### config.mk
export PLATFORM = sky130hd
export DESIGN_NAME = loop_gate_delay_mc
export DESIGN_NICKNAME = d
export VERILOG_FILES = /design/src/rtl/loop_gate_delay_mc.sv
export SDC_FILE = /design/constraint.sdc
export NUM_CORES = 1
export LEC_CHECK = 0
export BUFFER_PORTS_ARGS = -buffer_cell sky130_fd_sc_hd__buf_2
export CAP_MARGIN = 10
export CORE_MARGIN = 2
export CORE_UTILIZATION = 30
export CTS_BUF_LIST = sky130_fd_sc_hd__clkbuf_16
export CTS_CLUSTER_DIAMETER = 200
export CTS_CLUSTER_SIZE = 12
export DETAILED_ROUTE_END_ITERATION = 6
export PLACE_DENSITY_LB_ADDON = 0.08
export RECOVER_POWER = 100
export SYNTH_ARGS = -nofsm -noshare
export SYNTH_HDL_FRONTEND = slang
export SYNTH_SLANG_ARGS = --single-unit
### constraint.sdc
create_clock -name clk -period 3.3 [get_ports clk]
set_input_delay 0.495 -clock clk [delete_from_list [all_inputs] [get_ports clk]]
set_output_delay 0.495 -clock clk [all_outputs]
set_load 0.02 [all_outputs]
### src/rtl/loop_gate_delay_mc.sv
// Multi-channel gated delay stage: each channel is ANDed with tstate, delayed by a
// programmable number of cycles, then shaped as level / pulse / stretched pulse.
module loop_gate_delay_mc #(
  parameter int CH      = 4,
  parameter int MAX_DLY = 16,
  parameter int DLY_W   = 4,
  parameter int STR_W   = 4
) (
  input  logic             clk,
  input  logic             rst_n,
  input  logic             CELV,
  input  logic             CELG,
  input  logic             CELSUB,
  input  logic [CH-1:0]    i0,
  input  logic             tstate,
  input  logic             cfg_we,
  input  logic [DLY_W-1:0] cfg_dly,
  input  logic [1:0]       cfg_mode,
  input  logic [STR_W-1:0] cfg_str,
  output logic [CH-1:0]    o,
  output logic             busy
);

  typedef enum logic [1:0] {
    MODE_LEVEL   = 2'b00,
    MODE_PULSE   = 2'b01,
    MODE_STRETCH = 2'b10,
    MODE_OFF     = 2'b11
  } mode_t;

  logic [DLY_W-1:0]           dly_reg;
  mode_t                      mode_reg;
  logic [STR_W-1:0]           str_reg;
  logic [CH-1:0][MAX_DLY-1:0] line_reg, line_next;
  logic [CH-1:0]              d_prev_reg;
  logic [CH-1:0][STR_W-1:0]   cnt_reg, cnt_next;
  logic [CH-1:0]              o_reg, o_next;
  logic                       busy_reg, busy_next;

  logic [CH-1:0]      g, d, rise, ch_busy;
  logic [MAX_DLY-1:0] tap_mask, act_mask;
  logic [DLY_W-1:0]   dly_clamped;
  logic               unused_supply;

  // Supply/ground/substrate pins exist only for netlist compatibility.
  assign unused_supply = ^{CELV, CELG, CELSUB};

  assign g           = i0 & {CH{tstate}};
  assign dly_clamped = (int'(cfg_dly) >= MAX_DLY) ? DLY_W'(MAX_DLY - 1) : cfg_dly;

  genvar gi;

  // tap_mask selects the output stage; act_mask covers the stages that are still
  // in flight towards the tap, so data already past the tap does not hold busy.
  for (gi = 0; gi < MAX_DLY; gi++) begin : g_stage
    assign tap_mask[gi] = (int'(dly_reg) == gi);
    assign act_mask[gi] = (int'(dly_reg) >= gi);
  end

  for (gi = 0; gi < CH; gi++) begin : g_ch
    assign d[gi]         = |(line_reg[gi] & tap_mask);
    assign rise[gi]      = d[gi] & ~d_prev_reg[gi];
    assign line_next[gi] = {line_reg[gi][MAX_DLY-2:0], g[gi]};

    assign cnt_next[gi] = (mode_reg != MODE_STRETCH)   ? '0 :
                          rise[gi]                     ? str_reg :
                          (cnt_reg[gi] != '0)          ? cnt_reg[gi] - STR_W'(1) : '0;

    assign o_next[gi] = ((mode_reg == MODE_LEVEL) && d[gi]) ||
                        ((mode_reg == MODE_PULSE) && rise[gi]) ||
                        ((mode_reg == MODE_STRETCH) && (rise[gi] || (cnt_reg[gi] != '0)));

    assign ch_busy[gi] = (|(line_next[gi] & act_mask)) | (|cnt_next[gi]);
  end

  assign busy_next = |ch_busy;

  always_ff @(posedge clk or negedge rst_n) begin
    if (!rst_n) begin
      dly_reg    <= '0;
      mode_reg   <= MODE_LEVEL;
      str_reg    <= '0;
      line_reg   <= '0;
      d_prev_reg <= '0;
      cnt_reg    <= '0;
      o_reg      <= '0;
      busy_reg   <= 1'b0;
    end else if (cfg_we) begin
      // A config write flushes everything in flight so no stale pulse can emerge.
      dly_reg    <= dly_clamped;
      mode_reg   <= mode_t'(cfg_mode);
      str_reg    <= cfg_str;
      line_reg   <= '0;
      d_prev_reg <= '0;
      cnt_reg    <= '0;
      o_reg      <= '0;
      busy_reg   <= 1'b0;
    end else begin
      line_reg   <= line_next;
      d_prev_reg <= d;
      cnt_reg    <= cnt_next;
      o_reg      <= o_next;
      busy_reg   <= busy_next;
    end
  end

  assign o    = o_reg;
  assign busy = busy_reg;

endmodule

==> flow_summary.toml, run 1 <==
[status]
status = "finished, violations left"
violations = "max-capacitance violations, max-slew violations"

[worst_setup_path]
cp.arrival_ns = 3.24
cp-end-kind = "flip-flop"
start_kind = "flip-flop"
cpMostUsedCell = "a21oi_1"
critPathSlowestCell = "dfrtp_1"
cp_cell_sequence = "clkbuf_1, nand2_1, a21oi_1, a2111oi_4, a21oi_1, buf_4, a21oi_1, a211oi_2, or4b_1"
worstSetupPathType = "flip-flop to flip-flop"
required_ns = 3.53
reg2reg_slack_ns = 0.29
cpPeakStageDelay_ns = 0.85
reg2reg_depth = 9
critPathMaxFanout = 22

[clocking]
cts-buffers-inserted = 9
cts_hold_repair.buffers = 0
cts_root_buf = "clkbuf_16"
cts_resized = 0
clkSlewWorstSetupHoldPaths_ns = 0.07
cts_setup_buffers = 0
cts_buffer_depth = 2
clock_sinks = 99
clock_latency_ns = 0.36
cts_tree = "yes"
htreeDepth = 3

[timing]
fmax_ghz = 0.332
finalHoldViolCount = 0
tns_ns = 0
maxSlewViolCount = 100
fin_worst_skew_ns = 0.00794
hold_slack_ns = 0.364
rsz0062_at_grt = "no"
setup_violations = 0
slew_headroom = -0.210
post-route-period-util = 0.912
finalCriticalPeriod_ns = 3.01
tightest_slew_ns = 1.82

[logic_synthesis]
synth_area_um2 = 4980
synth_nets = 515
syn_inst = 486
ys_warn_count = 0
synth_edf_count = 0
synthArstFlopShare = 1.00
ys_seq_area_frac = 0.497
synth_cell_types = 64
ys.flop_type = "dfrtp_1"
ys_seq_elements = 99
avgSynthCellArea_um2 = 10.3

[cells_and_area]
nNetsFinal = 546
layout-area-overhead-vs-synth_pct = 14.9
largest_reg_flops = 60
fin_cells = 742
multiInputGateArea_um2 = 2310
register_area_um2 = 2480
drive_gt1_frac = 0.126
fin_area_um2 = 5720
fillers = 1690
antennaDiodeCount = 0

[die]
fp.dieH_um = 133
core-area_um2 = 16400
fp-row-count = 47
initial_core_util = 0.304
die-area_um2 = 17700
die_width_um = 133
ios = 26

[global_route]
overflow = 0
antenna_found_initial = 0
grtUsageTotal = 0.171
grt_pass1_vias = 4041
grt_pass1_wl_um = 23000
grt_max_degree = 61

[job]
maxCapViolCount = 2

[pwr]
p_leak_nw = 2.47
pwr-share-seq = 0.462
p_per_area_nw_per_um2 = 487
p_total_mw = 2.79
p_switching_mw = 0.701
swShare = 0.251
ir_worst_vdd_mv = 0.242
p_int_mw = 2.09
p_comb_frac = 0.101
p_clk_frac = 0.438

[detailed_routing]
wl_per_cell_um = 19.1
wl_um = 14200
viasPerCell = 5.17
vias = 3833
ant_nets = 0
drc = 0
drt_first_pass_iters = 5
drt_iter0_drc = 247

[place]
dp_hpwl_um = 10300
gp_congestion = 0.962
port_buffers = 22
dp_cells = 726
placed_area_um2 = 5440

[min_path]
hold_depth = 2
hold_path_class = "primary input to flip-flop"
power by group through the flow:
stage          Sequential [mW]  Combinational [mW]  Clock, mW
2_1_floorplan             1.29               0.183          0
3_3_place_gp              1.31               0.289          0
3_5_place_dp              1.31               0.291          0
4_1_cts                   1.29               0.292       1.26
5_1_grt                   1.29               0.311       1.30
6_report                  1.29               0.281       1.22
per-layer routing:
metal / wire (um) / global-route usage / vias up
met5: 0 / 0 / -
met4: 414 / 0.0705 / 0
met3: 619 / 0.0375 / 27
met2: 6820 / 0.280 / 100
met1: 6330 / 0.220 / 1903
li1: - / - / 1803
kinds of logic after synthesis:
kind of cell	share of synthesized area
compound gates	0.142
fa+ha+maj	0.0281
flops	0.497
buf+inv	0.0369
simple gates	0.233
mux	0.0593
xor+xnor	0.00352
critical path: cells and delay by family, from the launching register on:
kind                   cells  cell delay (ns)
AOI/OAI and AO/OA          5             0.97
DFF                        1             0.85
and+or+nand+nor            2             0.57
buffers and inverters      2             0.49
final timing paths:
check	startpoint	end
max in group asynchronous	rst_n	line_next[36]$_DFF_PN0_
worst max register to register	dly_reg[3]$_DFFE_PN0P_	busy$_DFF_PN0_
min in group asynchronous	rst_n	cnt_reg[7]$_DFF_PN0_
worst min register to register	line_next[62]$_DFF_PN0_	line_next[63]$_DFF_PN0_
worst max-delay path	dly_reg[3]$_DFFE_PN0P_	busy$_DFF_PN0_
worst min-delay path	i0[3]	line_next[49]$_DFF_PN0_
placed cells by master, fill, tap and decap left out, types with 8 or more instances in the layout:
| cell type | count |
|---|---|
| nor4_1 | 8 |
| ha_1 | 8 |
| mux2i_1 | 16 |
| clkbuf_1 | 11 |
| buf_2 | 15 |
| mux2_2 | 8 |
| buf_4 | 18 |
| nand3_1 | 10 |
| nor2b_1 | 63 |
| o21ai_0 | 20 |
| a21oi_1 | 28 |
| nand3b_1 | 8 |
| nor2_1 | 32 |
| nor3_1 | 20 |
| nand2_1 | 21 |
| clkbuf_16 | 9 |
| or3_1 | 12 |
| dfrtp_1 | 99 |
| inv_1 | 15 |
final cells by class:
| cell class | instances | share of cell area |
|---|---|---|
| repair buffers | 46 | 0.0457 |
| flip-flops and latches | 99 | 0.433 |
| clock inverters | 7 | 0.0205 |
| clock buffers | 9 | 0.0393 |
| multi-input cells | 346 | 0.404 |
| well taps | 220 | 0.0481 |
| inverters | 15 | 0.00984 |
synthesized netlist by cell type, drive strengths merged (3+ instances only):
library cell | count | area share
nand2b | 5 | 0.0063
a211oi | 6 | 0.011
o32ai | 5 | 0.0088
nand2 | 21 | 0.016
inv | 15 | 0.011
o21ai | 20 | 0.020
mux2 | 8 | 0.018
nor4 | 8 | 0.010
nor3 | 20 | 0.020
nor2 | 32 | 0.024
ha | 8 | 0.020
nor2b | 63 | 0.079
o41ai | 4 | 0.0085
dfrtp | 99 | 0.50
and3 | 6 | 0.0075
a21oi | 28 | 0.029
or3 | 12 | 0.015
o22a | 5 | 0.0088
o22ai | 4 | 0.0050
nand3b | 8 | 0.012
nand3 | 10 | 0.010
mux2i | 16 | 0.032
and2 | 6 | 0.0075
buf | 16 | 0.018
maj3 | 4 | 0.0080
nor3b | 3 | 0.0045
a21o | 3 | 0.0045
clkbuf | 10 | 0.0075
o211ai | 3 | 0.0045
a31oi | 4 | 0.0063
through the flow:
| step | utilization | setup WS (ns) |
|---|---|---|
| after floorplan | - | 0.742 |
| after global placement | 0.331 | 0.367 |
| after detailed placement | 0.331 | 0.381 |
| after CTS | 0.352 | 0.371 |
| after global routing | 0.349 | 0.118 |
| final | 0.349 | 0.289 |
Power figures use the tool's default switching activity.
==> inputs of run 2 (changes only) <==
CORE_ASPECT_RATIO = 1.4   (was unset)
GPL_ROUTABILITY_DRIVEN = 1   (was unset)
==> flow_summary.toml, run 2 (synthesis gave the netlist of run 1 again) <==
[status]
status = "finished, violations left"
violations = "design-rule violations, max-capacitance violations, max-slew violations"

[cells_and_area]
layout_common_cells = "dfrtp_1 (99), nor2b_1 (63), nor2_1 (32)"
fillers = 1712
fin_util = 0.345
largest_reg_flops = 60
antennaDiodeCount = 0
register_area_um2 = 2480
layout-area-overhead-vs-synth_pct = 12.6
layout_commonest_cell = "dfrtp_1"
drive_gt1_frac = 0.116
fin_cells = 718
nNetsFinal = 543
multiInputGateArea_um2 = 2310

[detailed_routing]
drt_iter0_drc = 242
drc = 3
vias = 3816
wl_per_cell_um = 20.0
wl_um = 14400
drt_first_pass_iters = 6
viasPerCell = 5.31
ant_nets = 0

[timing]
finalHoldViolCount = 0
fin_worst_skew_ns = 0.00569
fmax_ghz = 0.336
post-route-period-util = 0.901
tightest_slew_ns = 1.69
rsz0062_at_grt = "no"
finalCriticalPeriod_ns = 2.97
tns_ns = 0
maxSlewViolCount = 65
setup_violations = 0
setup_ws_ns = 0.325
slew_headroom = -0.127

[worst_setup_path]
cp-end-kind = "flip-flop"
critPathMaxFanout = 13
reg2reg_depth = 9
rr_startpoint = "dly_reg[0]$_DFFE_PN0P_"
cp.arrival_ns = 3.19
start_kind = "flip-flop"
cp_cell_sequence = "buf_4, clkbuf_1, and4b_1, a311o_1, o41ai_2, a31oi_1, mux2i_1, nor2_1, or4b_1"
worstSetupPathType = "flip-flop to flip-flop"
critPathLaunch = "dly_reg[0]$_DFFE_PN0P_"
cpPeakStageDelay_ns = 0.62
reg2reg_slack_ns = 0.33
r2r-end = "busy$_DFF_PN0_"
crit_end = "busy$_DFF_PN0_"
required_ns = 3.52
critPathSlowestCell = "dfrtp_1"

[place]
port_buffers = 22
dp_cells = 702
pre_cts_ws_ns = 0.392
gp_congestion = 0.856
dp_hpwl_um = 10500

[job]
maxCapViolCount = 1

[die]
fp.dieH_um = 156
die-area_um2 = 17700
ios = 26
die_width_um = 113
fp-row-count = 55
initial_core_util = 0.307
core-area_um2 = 16200

[clocking]
cts_buffer_depth = 2
clkSlewWorstSetupHoldPaths_ns = 0.07
clock_latency_ns = 0.35
cts_setup_buffers = 0
htreeDepth = 3
clock_sinks = 99
cts_root_buf = "clkbuf_16"
cts_tree = "yes"
cts_resized = 0
cts_hold_repair.buffers = 0
cts-buffers-inserted = 9

[global_route]
antenna_found_initial = 0
grt_max_degree = 65
grtUsageTotal = 0.173
grt_pass1_vias = 4029
overflow = 0
grt_pass1_wl_um = 23000

[pwr]
ir_worst_vdd_mv = 0.191
p_per_area_nw_per_um2 = 453
p_leak_nw = 2.42
p_total_mw = 2.54

[min_path]
hold_path_class = "primary input to flip-flop"
## run 2: cell types whose count changed in the layout (fill, tap and decap cells not counted), moves of 2 or more
cell       previous run  this run
and2_0                5         3
and2_1                1         3
buf_4                18        13
bufinv_16             3         0
clkbuf_1             11        13
clkinv_1              0         2
## run 2: how the worst min path moves through the flow
| stage | startpoint | endpoint | cells past startpoint |
|---|---|---|---|
| after floorplan | rst_n | busy$_DFF_PN0_ | 0 |
| after global placement | line_next[62]$_DFF_PN0_ | line_next[63]$_DFF_PN0_ | 1 |
| after detailed placement | line_next[62]$_DFF_PN0_ | line_next[63]$_DFF_PN0_ | 1 |
| after CTS | rst_n | cnt_reg[5]$_DFF_PN0_ | 1 |
| after global routing | cfg_dly[3] | dly_reg[3]$_DFFE_PN0P_ | 2 |
| final | cfg_dly[2] | dly_reg[2]$_DFFE_PN0P_ | 3 |
## run 2: cell type report
cell class                      count  area share
Tap cell                          199      0.0444
Sequential cell                    99       0.442
Multi-Input combinational cell    346       0.412
Inverter                           15      0.0100
Timing Repair Buffer               43      0.0439
Clock inverter                      7     0.00803
Clock buffer                        9      0.0401
## run 2: worst max-delay path, delay by kind of cell, from the launching register on
kind / cells / cell delay [ns]
and+or+nand+nor: 3 / 0.80
AOI/OAI and AO/OA: 3 / 0.72
DFF: 1 / 0.62
buffers and inverters: 2 / 0.46
muxes: 1 / 0.24
## run 2: power breakdown
part / internal [mW] / switching, mW
sequential: 1.24 / 0.0484
clock: 0.507 / 0.469
combinational: 0.106 / 0.173
total: 1.85 / 0.690
## run 2: through the flow
| stage | hold WS (ns) | instance area [um^2] |
|---|---|---|
| 2_1_floorplan | 0.199 | 4980 |
| 3_3_place_gp | 0.492 | 5390 |
| 3_5_place_dp | 0.504 | 5390 |
| 4_1_cts | 0.283 | 5660 |
| 5_1_grt | 0.359 | 5610 |
| 6_report | 0.367 | 5610 |
## run 2: per-layer routing
metal	GRT usage	part of all wire	up-vias
met3	0.0294	0.027	28
met4	0.0854	0.041	0
met2	0.302	0.51	64
li1	-	-	1803
met1	0.205	0.42	1921
met5	0	0	-
